[config.mk]
export PLATFORM = sky130hd
export DESIGN_NAME = fifo_ctrl
export DESIGN_NICKNAME = d
export VERILOG_FILES = /design/src/rtl/fifo_ctrl.sv
export SDC_FILE = /design/constraint.sdc
export NUM_CORES = 1
export LEC_CHECK = 0
export BUFFER_PORTS_ARGS = -buffer_cell sky130_fd_sc_hd__buf_4
export CAP_MARGIN = 20
export CORE_MARGIN = 2
export CORE_UTILIZATION = 45
export DETAILED_ROUTE_END_ITERATION = 8
export PLACE_DENSITY_LB_ADDON = 0.2
export REMOVE_ABC_BUFFERS = 1
export SYNTH_ARGS = -nofsm -noshare
export SYNTH_HDL_FRONTEND = slang
export SYNTH_SLANG_ARGS = --single-unit
[constraint.sdc]
create_clock -name clk -period 2.4 [get_ports clk]
set_input_delay 0 -clock clk [delete_from_list [all_inputs] [get_ports clk]]
set_output_delay 0 -clock clk [all_outputs]
set_load 0.005 [all_outputs]
[src/rtl/fifo_ctrl.sv]
// Pointer/flag controller that runs a simple dual-port RAM as a show-ahead circular FIFO.
// The read address is presented one cycle early so q always shows the head entry.
module fifo_ctrl #(
   parameter int unsigned ADDR_WIDTH = 3,
   parameter int unsigned AF_LEVEL   = 6,
   parameter int unsigned AE_LEVEL   = 2
) (
   input  logic                  clk,
   input  logic                  reset,
   input  logic                  wr,
   input  logic                  rd,
   input  logic                  flush,
   input  logic                  err_clr,
   output logic                  we,
   output logic [ADDR_WIDTH-1:0] w_addr,
   output logic [ADDR_WIDTH-1:0] r_addr,
   output logic                  full,
   output logic                  empty,
   output logic                  almost_full,
   output logic                  almost_empty,
   output logic [ADDR_WIDTH:0]   count,
   output logic                  overflow,
   output logic                  underflow
);

   localparam logic [ADDR_WIDTH:0] DepthCnt = (ADDR_WIDTH+1)'(2**ADDR_WIDTH);
   localparam logic [ADDR_WIDTH:0] AfCnt    = (ADDR_WIDTH+1)'(AF_LEVEL);
   localparam logic [ADDR_WIDTH:0] AeCnt    = (ADDR_WIDTH+1)'(AE_LEVEL);

   logic [ADDR_WIDTH-1:0] w_ptr_q, w_ptr_d;
   logic [ADDR_WIDTH-1:0] r_ptr_q, r_ptr_d;
   logic [ADDR_WIDTH:0]   cnt_q, cnt_d;
   logic                  ovf_q, ovf_d;
   logic                  unf_q, unf_d;
   logic                  do_wr, do_rd;

   always_comb begin
      full         = (cnt_q == DepthCnt);
      empty        = (cnt_q == '0);
      almost_full  = (cnt_q >= AfCnt);
      almost_empty = (cnt_q <= AeCnt);
      count        = cnt_q;
      overflow     = ovf_q;
      underflow    = unf_q;
   end

   // A pop frees a slot in the same cycle, so a full FIFO still accepts wr&rd.
   always_comb begin
      do_wr = wr & (~full | rd) & ~flush;
      do_rd = rd & ~empty & ~flush;
   end

   always_comb begin
      w_ptr_d = w_ptr_q;
      r_ptr_d = r_ptr_q;
      cnt_d   = cnt_q;
      if (flush) begin
         w_ptr_d = '0;
         r_ptr_d = '0;
         cnt_d   = '0;
      end else begin
         if (do_wr) w_ptr_d = w_ptr_q + ADDR_WIDTH'(1);
         if (do_rd) r_ptr_d = r_ptr_q + ADDR_WIDTH'(1);
         case ({do_wr, do_rd})
            2'b10:   cnt_d = cnt_q + (ADDR_WIDTH+1)'(1);
            2'b01:   cnt_d = cnt_q - (ADDR_WIDTH+1)'(1);
            default: cnt_d = cnt_q;
         endcase
      end
   end

   // Error set beats a simultaneous clear; requests are ignored during flush.
   always_comb begin
      ovf_d = (ovf_q & ~err_clr) | (wr & full & ~rd & ~flush);
      unf_d = (unf_q & ~err_clr) | (rd & empty & ~flush);
   end

   always_comb begin
      we     = do_wr & ~reset;
      w_addr = w_ptr_q;
      r_addr = r_ptr_d;
   end

   always_ff @(posedge clk or posedge reset) begin
      if (reset) begin
         w_ptr_q <= '0;
         r_ptr_q <= '0;
         cnt_q   <= '0;
         ovf_q   <= 1'b0;
         unf_q   <= 1'b0;
      end else begin
         w_ptr_q <= w_ptr_d;
         r_ptr_q <= r_ptr_d;
         cnt_q   <= cnt_d;
         ovf_q   <= ovf_d;
         unf_q   <= unf_d;
      end
   end

endmodule

==> impl_metrics.json <==
{
  "cts_inserted_buffers": 3,
  "diodes": 0,
  "die_area_um2": 2450,
  "port-buffer-count": 22,
  "dr.pass1.iters": 4,
  "ys_types": 43,
  "postSynthAreaPerCell_um2": 9.81,
  "cap_violations": 0,
  "swShare": 0.421,
  "clock.fmax_mhz": 437,
  "fin_util": 0.630,
  "grt_pass1_wl_um": 3550,
  "ys_async_sr_fraction": 1.00,
  "grt-ovfl-total": 0,
  "hold_class": "primary input to flip-flop",
  "cp_top_family": "simple AND/OR/NAND/NOR gates",
  "ys_seq_elements": 12,
  "path_buf_inv": 1,
  "reg2reg_depth": 7,
  "critPathLaunchType": "flip-flop",
  "clock_sinks": 12,
  "drcViolationCount": 0,
  "core_um2": 1960,
  "fin_area_um2": 1240,
  "synth_top_area_share": 0.322,
  "synth-edff-count": 0,
  "antenna_found_initial": 0,
  "worst_pin_slew_ns": 0.459,
  "area_delta_synth_final_pct": 32.6,
  "wl_per_cell_um": 14.7,
  "yosysMostFrequentCell": "dfrtp_1",
  "grt_util_all_layers": 0.185,
  "r2r_start": "count[3]",
  "clk-insertion-delay-late_ns": 0.26,
  "clockBufferDepth": 2,
  "pin_count": 23,
  "crit_arrival_ns": 2.44,
  "crit_type": "flip-flop to flip-flop",
  "setup_tns_ns": 0,
  "hp-start": "rd",
  "grt_max_degree": 18,
  "place_area_um2": 1090,
  "rows": 16,
  "critPathMaxFanout": 3,
  "synth.area.top_cells": "dfrtp_1, xor2_1, ha_1, clkbuf_8, nor2_1",
  "drt_iter0_drc": 4,
  "p_int_mw": 0.735,
  "grt_pass1_vias": 793,
  "holdPathStages": 3,
  "pwr-share-comb": 0.654,
  "stdcell_count": 154,
  "critPathCaptureType": "flip-flop",
  "final.setup_skew_ns": 0.00386,
  "p_seq_frac": 0.223,
  "pwr-share-clk": 0.123,
  "slew-limit-headroom": 0.693,
  "dp_cells": 143,
  "power_density_nw_per_um2": 1030,
  "status": "completed",
  "timing.hold.ws_ns": 0.109,
  "viasPerCell": 5.53,
  "max_stage_delay_ns": 0.57,
  "yosysWarnings": 0,
  "timing.rr.end": "count[3]",
  "cp.required_ns": 2.55,
  "hold_end": "r_ptr_q[1]",
  "yosysSeqAreaShare": 0.322,
  "synth_top_area_cell": "dfrtp_1",
  "power_leakage_nw": 0.583,
  "cts_tree": "yes",
  "fin_nets": 138,
  "setup_viol": 0,
  "reg2reg_slack_ns": 0.11,
  "die_y_um": 49.5,
  "drtAntennaViolNets": 0,
  "gp_congestion": 0.904,
  "dp_slack_ns": -0.0332,
  "period_needed_ns": 2.29,
  "power_mw": 1.27,
  "rsz0062_at_grt": "no",
  "switching_power_mw": 0.534,
  "drive_gt1_frac": 0.417,
  "path_cells": "or4_4, inv_4, nor3_4, ha_4, a31o_4, or4_4, o2111a_1",
  "cp_slowest_cell": "or4_4",
  "slew_violations": 0,
  "hpwl_um": 1540,
  "hold_violations": 0,
  "die_w_um": 49.5,
  "fin_crit_sh": 0.954,
  "htreeDepth": 1,
  "via_count": 852,
  "drt_wl_total_um": 2260,
  "cts_root_buf": "clkbuf_4",
  "yosys-top-cells-count": "dfrtp_1, nor2_1, xor2_1",
  "setup_ws_ns": 0.111,
  "ir_worst_vdd_mv": 0.425,
  "path_clk_slew_ns": 0.08,
  "start_util": 0.475,
  "path_depth": 7,
  "netlist_instances": 95,
  "synth_flop_cell": "dfrtp_1",
  "path_common_cell": "or4_4",
  "synth_area_um2": 932
}
## state kept, by name, summed over array words and instances (netlist names)
name,count
count,4
overflow,1
r_ptr_q,3
w_addr,3
underflow,1
## power groups by stage
stage	registers (mW)	logic, mW	clock network [mW]
global placement	0.277	0.714	0
detailed placement	0.281	0.722	0
CTS	0.278	0.749	0.162
global route	0.287	0.900	0.175
finish	0.283	0.829	0.156
floorplan	0.327	0.352	0
## final cells by class
class | count | area, µm²
inverters | 5 | 21.3
well taps | 27 | 33.8
repair buffers | 36 | 278
flip-flops and latches | 12 | 300
clock buffers | 4 | 36.3
fillers | 201 | 726
multi-input cells | 70 | 567
## per-layer routing
layer / share of wire / global-route usage / vias to the layer above
met2: 0.51 / 0.293 / 25
met4: 0.017 / 0.0972 / 0
li1: - / - / 405
met5: 0 / 0 / -
met1: 0.43 / 0.243 / 418
met3: 0.047 / 0.0273 / 4
## worst max path at each step
stage	slack, ns	startpoint	to
CTS	0.01	count[2]	count[3]
detailed placement	-0.03	count[2]	count[3]
global placement	0.04	count[2]	count[3]
global route	0.08	count[3]	count[3]
finish	0.11	count[3]	count[3]
floorplan	-0.27	count[1]	count[3]
## cells by family after synthesis
| kind of cell | after synthesis | synth area share |
|---|---|---|
| adders and majority gates | 4 | 0.0537 |
| and+or+nand+nor | 35 | 0.209 |
| muxes | 1 | 0.0107 |
| DFF | 12 | 0.322 |
| AOI/OAI and AO/OA | 22 | 0.212 |
| xor gates and xnor gates | 8 | 0.0752 |
| buffers and inverters | 13 | 0.117 |
## placed cells by master, fill, tap and decap left out, types with 2 or more instances in the layout
| cell type | count |
|---|---|
| nand3_2 | 2 |
| xor2_1 | 6 |
| o41ai_1 | 2 |
| buf_4 | 33 |
| or4_4 | 2 |
| dfrtp_1 | 12 |
| clkbuf_4 | 3 |
| inv_1 | 4 |
| xnor2_1 | 2 |
| nor3_1 | 2 |
| nor2_1 | 9 |
| dlygate4sd3_1 | 3 |
| o211ai_1 | 2 |
| nand2b_1 | 3 |
| ha_1 | 3 |
| o21ai_2 | 2 |
| a21oi_1 | 4 |
| nand2_1 | 5 |
| nand3_1 | 4 |
## worst reg2reg max path: stages (launching register included)
cell	delay, ns
dfrtp_1	0.40
or4_4	0.57
inv_4	0.09
nor3_4	0.05
ha_4	0.26
a31o_4	0.25
or4_4	0.42
o2111a_1	0.14
## what timing repair did
item / 4_1_cts / 5_1_grt
resized for setup: 1 / 8
hold buffers: 2 / 1
setup endpoints to repair: 1 / 1
hold endpoints to repair: 13 / 1
pin swaps: 1 / 4
setup buffers: 1 / 3
No activity file was read; power rests on OpenSTA's default activity.
